**config.mk**
```make
export PLATFORM = sky130hd
export DESIGN_NAME = mips_fetch_unit_flat
export DESIGN_NICKNAME = d
export VERILOG_FILES = /design/src/rtl/mips_pkg.sv /design/src/rtl/mips_fetch_unit_if.sv /design/src/rtl/mips_next_pc.sv /design/src/rtl/mips_fetch_unit.sv /design/src/flat_wrapper.sv
export SDC_FILE = /design/constraint.sdc
export NUM_CORES = 1
export LEC_CHECK = 0
export BUFFER_PORTS_ARGS = -buffer_cell sky130_fd_sc_hd__buf_2
export CAP_MARGIN = 20
export CORE_ASPECT_RATIO = 0.75
export CORE_MARGIN = 3
export CORE_UTILIZATION = 50
export DETAILED_ROUTE_END_ITERATION = 16
export PLACE_DENSITY = 0.79
export SLEW_MARGIN = 20
export SYNTH_ARGS = -nofsm -noshare
export SYNTH_HDL_FRONTEND = slang
export SYNTH_SLANG_ARGS = --single-unit
```
**constraint.sdc**
```tcl
create_clock -name clk -period 10.03 [get_ports clk]
set_input_delay 1.5045 -clock clk [delete_from_list [all_inputs] [get_ports clk]]
set_output_delay 1.5045 -clock clk [all_outputs]
set_load 0.01 [all_outputs]
```
**src/rtl/mips_pkg.sv**
```systemverilog
// Shared MIPS definitions: next-PC select codes, fetch FSM encoding, instruction width.
// Pure declarations with no timing or handshake of their own.
package mips_pkg;

  localparam int INSTR_W = 32;

  // Next-PC select codes, kept identical to the encoding central_control drives.
  localparam logic [1:0] PC_SRC_SEQ = 2'b00;
  localparam logic [1:0] PC_SRC_BR  = 2'b01;
  localparam logic [1:0] PC_SRC_J   = 2'b10;
  localparam logic [1:0] PC_SRC_JR  = 2'b11;

  typedef enum logic [1:0] {
    FETCH = 2'd0,
    ISSUE = 2'd1,
    HALT  = 2'd2
  } fetch_state_e;

endpackage

```
**src/rtl/mips_fetch_unit_if.sv**
```systemverilog
// Bundle of the fetch unit's memory-side and datapath-side handshakes.
// master = fetch unit, slave = memory + control/datapath environment.
interface mips_fetch_unit_if;
  import mips_pkg::*;

  logic                 imem_req;
  logic [31:0]          imem_addr;
  logic [INSTR_W-1:0]   imem_rdata;
  logic                 imem_ready;

  logic [INSTR_W-1:0]   instr;
  logic [5:0]           opcode;
  logic [5:0]           function_bits;
  logic                 instr_valid;
  logic                 instr_accept;
  logic [1:0]           pc_src;
  logic [31:0]          jr_target;

  logic [31:0]          pc;
  logic [31:0]          pc_plus4;
  logic                 misalign_err;
  logic [31:0]          fetch_count;

  modport master (
    output imem_req, imem_addr,
    input  imem_rdata, imem_ready,
    output instr, opcode, function_bits, instr_valid,
    input  instr_accept, pc_src, jr_target,
    output pc, pc_plus4, misalign_err, fetch_count
  );

  modport slave (
    input  imem_req, imem_addr,
    output imem_rdata, imem_ready,
    input  instr, opcode, function_bits, instr_valid,
    output instr_accept, pc_src, jr_target,
    input  pc, pc_plus4, misalign_err, fetch_count
  );

endinterface

```
**src/rtl/mips_next_pc.sv**
```systemverilog
// Next-PC mux: sequential, PC-relative branch, region jump, or register jump.
// Purely combinational; flags a target that is not word-aligned.
module mips_next_pc
  import mips_pkg::*;
(
  input  logic [31:0]        pc_plus4,
  input  logic [INSTR_W-1:0] instr,
  input  logic [1:0]         pc_src,
  input  logic [31:0]        jr_target,
  output logic [31:0]        next_pc,
  output logic               misaligned
);

  logic [31:0] br_offset;
  logic [31:0] j_target;
  logic        unused_opcode;

  assign br_offset     = {{14{instr[15]}}, instr[15:0], 2'b00};
  assign j_target      = {pc_plus4[31:28], instr[25:0], 2'b00};
  assign unused_opcode = ^instr[31:26];

  always_comb begin
    next_pc = pc_plus4;
    case (pc_src)
      PC_SRC_SEQ: next_pc = pc_plus4;
      PC_SRC_BR:  next_pc = pc_plus4 + br_offset;
      PC_SRC_J:   next_pc = j_target;
      PC_SRC_JR:  next_pc = jr_target;
      default:    next_pc = pc_plus4;
    endcase
  end

  // BR and J targets are aligned by construction, so in practice only JR trips this.
  assign misaligned = (next_pc[1:0] != 2'b00);

endmodule

```
**src/rtl/mips_fetch_unit.sv**
```systemverilog
// Instruction fetch: FETCH waits on imem_ready, ISSUE holds instr until accepted; 2 cycles/instr minimum.
// Memory stalls extend FETCH, datapath stalls extend ISSUE; a misaligned next PC parks the unit in HALT.
module mips_fetch_unit
  import mips_pkg::*;
#(
  parameter logic [31:0] RESET_PC = 32'h0000_0000
) (
  input  logic clk,
  input  logic rst_n,
  mips_fetch_unit_if.master fu
);

  localparam logic [1:0] ST_FETCH = FETCH;
  localparam logic [1:0] ST_ISSUE = ISSUE;
  localparam logic [1:0] ST_HALT  = HALT;

  logic [1:0]         state_q, state_d;
  logic [31:0]        pc_q, pc_d;
  logic [INSTR_W-1:0] instr_q, instr_d;
  logic               misalign_q, misalign_d;
  logic [31:0]        count_q, count_d;

  logic [31:0]        pc_plus4;
  logic [31:0]        next_pc;
  logic               next_misaligned;

  assign pc_plus4 = pc_q + 32'd4;

  mips_next_pc u_next_pc (
    .pc_plus4   (pc_plus4),
    .instr      (instr_q),
    .pc_src     (fu.pc_src),
    .jr_target  (fu.jr_target),
    .next_pc    (next_pc),
    .misaligned (next_misaligned)
  );

  always_comb begin
    state_d    = state_q;
    pc_d       = pc_q;
    instr_d    = instr_q;
    misalign_d = misalign_q;
    count_d    = count_q;
    case (state_q)
      ST_FETCH: begin
        if (fu.imem_ready) begin
          instr_d = fu.imem_rdata;
          state_d = ST_ISSUE;
        end
      end
      ST_ISSUE: begin
        if (fu.instr_accept) begin
          // The instruction retires even when its successor address is unusable.
          count_d = count_q + 32'd1;
          if (next_misaligned) begin
            misalign_d = 1'b1;
            state_d    = ST_HALT;
          end else begin
            pc_d    = next_pc;
            state_d = ST_FETCH;
          end
        end
      end
      ST_HALT: state_d = ST_HALT;
      default: state_d = ST_HALT;
    endcase
  end

  always_ff @(posedge clk or negedge rst_n) begin
    if (!rst_n) begin
      state_q    <= ST_FETCH;
      pc_q       <= RESET_PC;
      instr_q    <= '0;
      misalign_q <= 1'b0;
      count_q    <= '0;
    end else begin
      state_q    <= state_d;
      pc_q       <= pc_d;
      instr_q    <= instr_d;
      misalign_q <= misalign_d;
      count_q    <= count_d;
    end
  end

  // Gated by rst_n so the request drops the instant reset asserts, not at the next edge.
  assign fu.imem_req      = (state_q == ST_FETCH) && rst_n;
  assign fu.imem_addr     = pc_q;
  assign fu.instr         = instr_q;
  assign fu.opcode        = instr_q[31:26];
  assign fu.function_bits = instr_q[5:0];
  assign fu.instr_valid   = (state_q == ST_ISSUE);
  assign fu.pc            = pc_q;
  assign fu.pc_plus4      = pc_plus4;
  assign fu.misalign_err  = misalign_q;
  assign fu.fetch_count   = count_q;

endmodule

```
**src/flat_wrapper.sv**
```systemverilog
// flat-port wrapper written by rule: the top's interface ports become plain ports
module mips_fetch_unit_flat import mips_pkg::*;
#(
  parameter logic [31:0] RESET_PC = 32'h0000_0000
)
  (clk, rst_n, fu_imem_req, fu_imem_addr, fu_imem_rdata, fu_imem_ready, fu_instr, fu_opcode, fu_function_bits, fu_instr_valid, fu_instr_accept, fu_pc_src, fu_jr_target, fu_pc, fu_pc_plus4, fu_misalign_err, fu_fetch_count);
  mips_fetch_unit_if fu_i ();
  input  logic clk;
  input  logic rst_n;
  output wire logic [$bits(fu_i.imem_req)-1:0] fu_imem_req;
  output wire logic [$bits(fu_i.imem_addr)-1:0] fu_imem_addr;
  input wire logic [$bits(fu_i.imem_rdata)-1:0] fu_imem_rdata;
  input wire logic [$bits(fu_i.imem_ready)-1:0] fu_imem_ready;
  output wire logic [$bits(fu_i.instr)-1:0] fu_instr;
  output wire logic [$bits(fu_i.opcode)-1:0] fu_opcode;
  output wire logic [$bits(fu_i.function_bits)-1:0] fu_function_bits;
  output wire logic [$bits(fu_i.instr_valid)-1:0] fu_instr_valid;
  input wire logic [$bits(fu_i.instr_accept)-1:0] fu_instr_accept;
  input wire logic [$bits(fu_i.pc_src)-1:0] fu_pc_src;
  input wire logic [$bits(fu_i.jr_target)-1:0] fu_jr_target;
  output wire logic [$bits(fu_i.pc)-1:0] fu_pc;
  output wire logic [$bits(fu_i.pc_plus4)-1:0] fu_pc_plus4;
  output wire logic [$bits(fu_i.misalign_err)-1:0] fu_misalign_err;
  output wire logic [$bits(fu_i.fetch_count)-1:0] fu_fetch_count;
  assign fu_imem_req = fu_i.imem_req;
  assign fu_imem_addr = fu_i.imem_addr;
  assign fu_i.imem_rdata = fu_imem_rdata;
  assign fu_i.imem_ready = fu_imem_ready;
  assign fu_instr = fu_i.instr;
  assign fu_opcode = fu_i.opcode;
  assign fu_function_bits = fu_i.function_bits;
  assign fu_instr_valid = fu_i.instr_valid;
  assign fu_i.instr_accept = fu_instr_accept;
  assign fu_i.pc_src = fu_pc_src;
  assign fu_i.jr_target = fu_jr_target;
  assign fu_pc = fu_i.pc;
  assign fu_pc_plus4 = fu_i.pc_plus4;
  assign fu_misalign_err = fu_i.misalign_err;
  assign fu_fetch_count = fu_i.fetch_count;
  mips_fetch_unit #(.RESET_PC(RESET_PC)) u_core (.clk(clk), .rst_n(rst_n), .fu(fu_i));
endmodule
```
Word-level counts from Yosys, hierarchy flattened:

Index checks and enable logic that the tools add are counted.

* register bits: 99
* input port bits: 70
* output and inout port bits: 175
* word-level logic and storage cells: 29

* add/subtract/negate cells: 3
* eq/ne operators: 6
* multiplexer cells: 5
* bitwise operators: 1
* reductions and logical operators: 9

Operators with widths (count)
* 32-bit case mux with 4 select lines: 1
* 32-bit by 1-bit adder with 32-bit output, second input constant: 1
* 32-bit by 3-bit adder with 32-bit output, second input constant: 1
* 32-bit adder: 1
* 2-bit 2-to-1 mux: 3
* 2-bit AND reduction: 3
* 3-bit AND reduction: 2
* 2-bit by 1-bit equality test with 1-bit output, second input constant: 2
* 2-bit equality test, second input constant: 2
* 2-bit logical NOT: 2
* 2-bit case mux with 2 select lines: 1
* 2-bit by 1-bit inequality test with 1-bit output, second input constant: 1
* 2-bit inequality test, second input constant: 1
* 2-bit nonzero test: 1
* 1-bit logical AND: 1
* 1-bit NOT: 1

Depth between registers and ports, before layout:

* depth in word-level cells: 7
* depth in mapped cells: 16
* depth with buffers taken out: 15

Hierarchy:

From an unflattened synthesis, not the netlist that was laid out.

* cell total of the unflattened synthesis: 686
* area total of the unflattened synthesis: 7210.7 µm²

By module, submodules not included
* mips_fetch_unit: instances 1, cells each 411, area an instance 4914.7 µm², sequential area each 2477.4 µm²
* mips_next_pc: instances 1, cells each 275, area an instance 2296.0 µm², sequential area each 0.0 µm²

Worst setup path after synthesis:

Ideal clock, no wire load.

* kind: reg2reg
* from: register u_core.pc_q[7], in the netlist u_core.fu.imem_addr[7]
* to: register u_core.pc_q[31], in the netlist u_core.fu.imem_addr[31]
* library setup time: 94 ps
* arrival: 3516 ps
* data required time: 9936 ps
* slack: 6420 ps
* stages on the path, launching flop included: 14
* cell sequence: dfrtp_1 buf_2 nand4_2 or4_4 nor2_8 xor2_1 ha_1 and2_1 nand4_1 o211ai_1 or3b_2 o21ai_0 o21ai_1 a211oi_1

* word-level cells in the longest chain between the ends: 3

Ends and longest elaborated chain
* start, declared: RTL line mips_fetch_unit.sv:18 `logic [31:0] pc_q, pc_d;`
* start signal, assigned: RTL line mips_fetch_unit.sv:78 `pc_q <= pc_d;`
* 32-bit by 3-bit adder with 32-bit output: RTL line mips_fetch_unit.sv:27 `assign pc_plus4 = pc_q + 32'd4;`
* via fu_pc_plus4[21]: RTL line flat_wrapper.sv:22 `output wire logic [$bits(fu_i.pc_plus4)-1:0] fu_pc_plus4;`
* 32-bit adder: RTL line mips_next_pc.sv:26 `PC_SRC_BR: next_pc = pc_plus4 + br_offset;`
* 32-bit case mux with 4 select lines: RTL line mips_next_pc.sv:24 `case (pc_src)`

The timed path passes the listed nets, and every way through them passes these cells.
A chain may end at the register's enable or synchronous reset.

Final worst setup path:

* from: register u_core.pc_q[2], in the netlist u_core.fu.imem_addr[2]
* to: output fu_pc_plus4[26]

* word-level cells in the longest chain between the ends: 1

Ends and longest elaborated chain (RTL line)
* 32-bit by 3-bit adder with 32-bit output: mips_fetch_unit.sv:27
* end, declared: flat_wrapper.sv:22

No other way between the ends.

==> reports/metrics.yaml <==
rows: 37
post_cts_resized: 0
first_pass_iters: 7
start_util_pct: 52.58
final_area_um2: 8757
synth_nets: 908
cts_buffers: 9
maxCapViolCount: 0
ant_nets: 0
postCtsHoldBufs: 0
wire_per_inst_um: 19.35
dp.cells: 1172
yosys.area.top_type: "dfrtp_1"
routed_wl_mm: 22.99
grt_max_degree: 68
core-area_um2: 14070
power.share.clock_pct: 12.1
area_delta_synth_final_pct: 18.35
cp.arrival_ns: 2.96
clk_pin_slew_ns: 0.08
critPathBufInv: 1
synth_edf_count: 0
yosysWarnings: 0
power-per-cell-area_nw_per_um2: 333.7
insertedDiodeCount: 0
yosys.area.top_type_share_pct: 33.48
fp.dieW_um: 146.5
hold_path_class: "flop to flop"
cts_sinks: 99
switching_share_pct: 49.16
synthTopCellsByArea: "dfrtp_1 33%, xnor2_1 7.2%, ha_1 6.4%, mux2_2 5.6%, nand2_1 4.8%"
avgSynthCellArea_um2: 9.261
critPathKind: "flop to output pin"
synthXorXnorAreaFrac_pct: 9.469
hold_viol: 0
die_h_um: 111.4
vias_per_cell: 5.763
period_share_pct: 44.49
layout-drive-gt1-share_pct: 33.33
dp_hpwl_mm: 17.59
status: "completed"
post-route-min-period_ns: 4.462
path_max_fanout: 6
fmax_ghz: 0.2241
route.vias.total: 6846
regToRegSetupSlack_ns: 5.65
critPathRequiredTime_ns: 8.53
async_reset_ff_share_pct: 100.0
yosysUniqueCellTypes: 73
ys_seq_elements: 99
comb_power_share_pct: 62.1
leakage_nw: 4.233
htreeDepth: 3
post-cts-setup-buffer-count: 0
antenna_found_initial: 0
die-area_um2: 16310
relSlewSlack_pct: 38.59
crit_family: "simple AND/OR/NAND/NOR gates"
rsz0062_at_grt: "false"
nets: 1097
switchingPower_mw: 1.436
yosysSeqAreaShare_pct: 33.48
synth_top_family_by_area: "simple AND/OR/NAND/NOR gates"
finalWeightedCongestion: 0.9532
cts_tree: "done"
crit_path_end_kind: "output pin"
io_pins: 245
drt-initial-drc-count: 620
worstMarginPinSlew_ns: 0.9212
clock_skew_ns: 0.01883
internal-power_mw: 1.486
port_buffers: 244
slew_violations: 0
cp-start-kind: "flop"
syn_area_um2: 7400
ys.flop_type: "dfrtp_1"
tns_ns: 0
instances_no_fill: 1188
grt_pass1_vias: 6492
vdd_ir_drop_max_v: 0.0001770
grt_overflow: 0
placed_area_um2: 8463
grtUsageTotal_pct: 27.84
clkLatencyLatePin_ns: 0.36
crit_path_top_delay_cell: "nor3_1"
crit_path_cell_trace: "ha_1 > and4_1 > nand3_1 > nor3_1 > nand4_1 > xnor2_1 > buf_2"
synthAdderAreaFrac_pct: 6.696
grt_first_pass_wirelength_mm: 36.34
yosys.area_share.simple_pct: 19.02
sequentialPowerShare_pct: 25.8
drc: 0
cts_root_buffer: "clkbuf_16"
setup_viol: 0
clk_path_buf_depth: 2
synth-compound-area-share_pct: 12.85
max_stage_delay_ns: 0.60
muxShareOfSynthArea_pct: 11.40
synthCells: 799
per-stage QoR:
stage / power [mW] / util [%] / worst slack [ns] / hold slack, ns
after floorplan: 2.011 / - / 6.420 / 0.4932
after detailed placement: 2.526 / 60.14 / 5.850 / 0.4441
after CTS: 2.891 / 62.22 / 5.669 / 0.4665
after global routing: 3.131 / 62.22 / 5.432 / 0.4926
final: 2.922 / 62.22 / 5.568 / 0.4654
after global placement: 2.518 / 60.14 / 6.024 / 0.4367
kinds of logic after synthesis:
kind of cell | count (synthesis)
simple gates | 278
compound gates | 150
flops | 99
buf+inv | 90
xor+xnor | 80
mux | 63
fa+ha+maj | 39
path summary, 6_finish.rpt:
| kind | start | end | cells after the start |
|---|---|---|---|
| setup / recovery | u_core.fu.imem_addr[2] | fu_pc_plus4[26] | 7 |
| hold / removal | u_core.fu.misalign_err | u_core.fu.misalign_err | 1 |
| setup reg to reg | u_core.fu.imem_addr[2] | u_core.fu.imem_addr[31] | 13 |
| hold reg to reg | u_core.fu.misalign_err | u_core.fu.misalign_err | 1 |
| max in group asynchronous | rst_n | u_core.fu.imem_addr[28] | 2 |
| min in group asynchronous | rst_n | u_core.fu.instr[30] | 1 |
cells in the final DEF, fill, tap and decap left out, types with 3 or more instances in the layout:
| cell | instances |
|---|---|
| xor2_1 | 19 |
| o21ai_0 | 35 |
| mux4_2 | 12 |
| nor4_1 | 6 |
| clkbuf_16 | 9 |
| and3_1 | 17 |
| nand4_1 | 15 |
| a211oi_1 | 4 |
| nand2b_1 | 5 |
| o21ai_1 | 5 |
| mux2i_1 | 13 |
| ha_1 | 38 |
| a31oi_1 | 10 |
| inv_1 | 18 |
| a21o_1 | 9 |
| o31ai_1 | 4 |
| o211ai_1 | 7 |
| xnor2_1 | 61 |
| and2_1 | 10 |
| nand2_1 | 95 |
| nand3_1 | 31 |
| a21oi_1 | 44 |
| o21bai_1 | 5 |
| mux2_2 | 37 |
| buf_2 | 243 |
| dfrtp_1 | 99 |
| nor2_1 | 46 |
| nor2b_1 | 9 |
| inv_8 | 3 |
| o22ai_1 | 3 |
| and4_1 | 4 |
| nor3_1 | 18 |
| buf_4 | 7 |
registers in the layout (all words and copies together) (netlist names):
signal                  cells
u_core.fu.fetch_count      32
u_core.fu.imem_addr        32
u_core.fu.instr            32
u_core.fu.misalign_err      1
u_core.state_q              2
layer usage:
layer,global-route usage [%],share of wire [%],vias to the layer above
li1,-,-,3202
met1,42.68,47,3259
met2,39.36,41,356
met3,7.120,10,29
met4,6.516,1.7,0
met5,0,0,-
synth_stat cells, drive strengths merged, types with 4 or more instances:
cell and count:
a211oi 4, a21o 9, a21oi 44, a31oi 10
and2 11, and3 17, and4 5, buf 54
clkbuf 18, dfrtp 99, ha 38, inv 18
mux2 37, mux2i 13, mux4 13, nand2 95
nand2b 5, nand3 32, nand4 17, nor2 49
nor2b 9, nor3 18, nor4 6, o211ai 8
o21ai 40, o21bai 6, o31ai 4, xnor2 61
xor2 19
power by group through the flow:
stage | Combinational (mW) | Sequential (mW) | Clock (mW)
3_5_place_dp | 1.77 | 0.753 | 0
6_report | 1.81 | 0.754 | 0.354
4_1_cts | 1.78 | 0.748 | 0.360
2_1_floorplan | 1.27 | 0.737 | 0
5_1_grt | 1.98 | 0.779 | 0.374
3_3_place_gp | 1.77 | 0.747 | 0
worst register-to-register path, cell delays in order, from the launching register on:
cell	delay (ns)
dfrtp_1	0.42
ha_1	0.24
and4_1	0.33
nand3_1	0.23
nor3_1	0.60
nand2_1	0.18
xnor2_1	0.29
ha_1	0.35
a21o_1	0.19
a21oi_1	0.18
or3b_2	0.45
o21ai_0	0.47
o21ai_1	0.14
a211oi_1	0.22
cell type report:
cell class              count  area (um^2)
inverters                  18        67.56
repair buffers            250         1269
clock buffers               9        225.2
well taps                 195        244.0
clock inverters             7        68.82
flip-flops and latches     99         2477
multi-input cells         610         4405
fillers                  1312         5316
(Power assumes the default switching activity.)
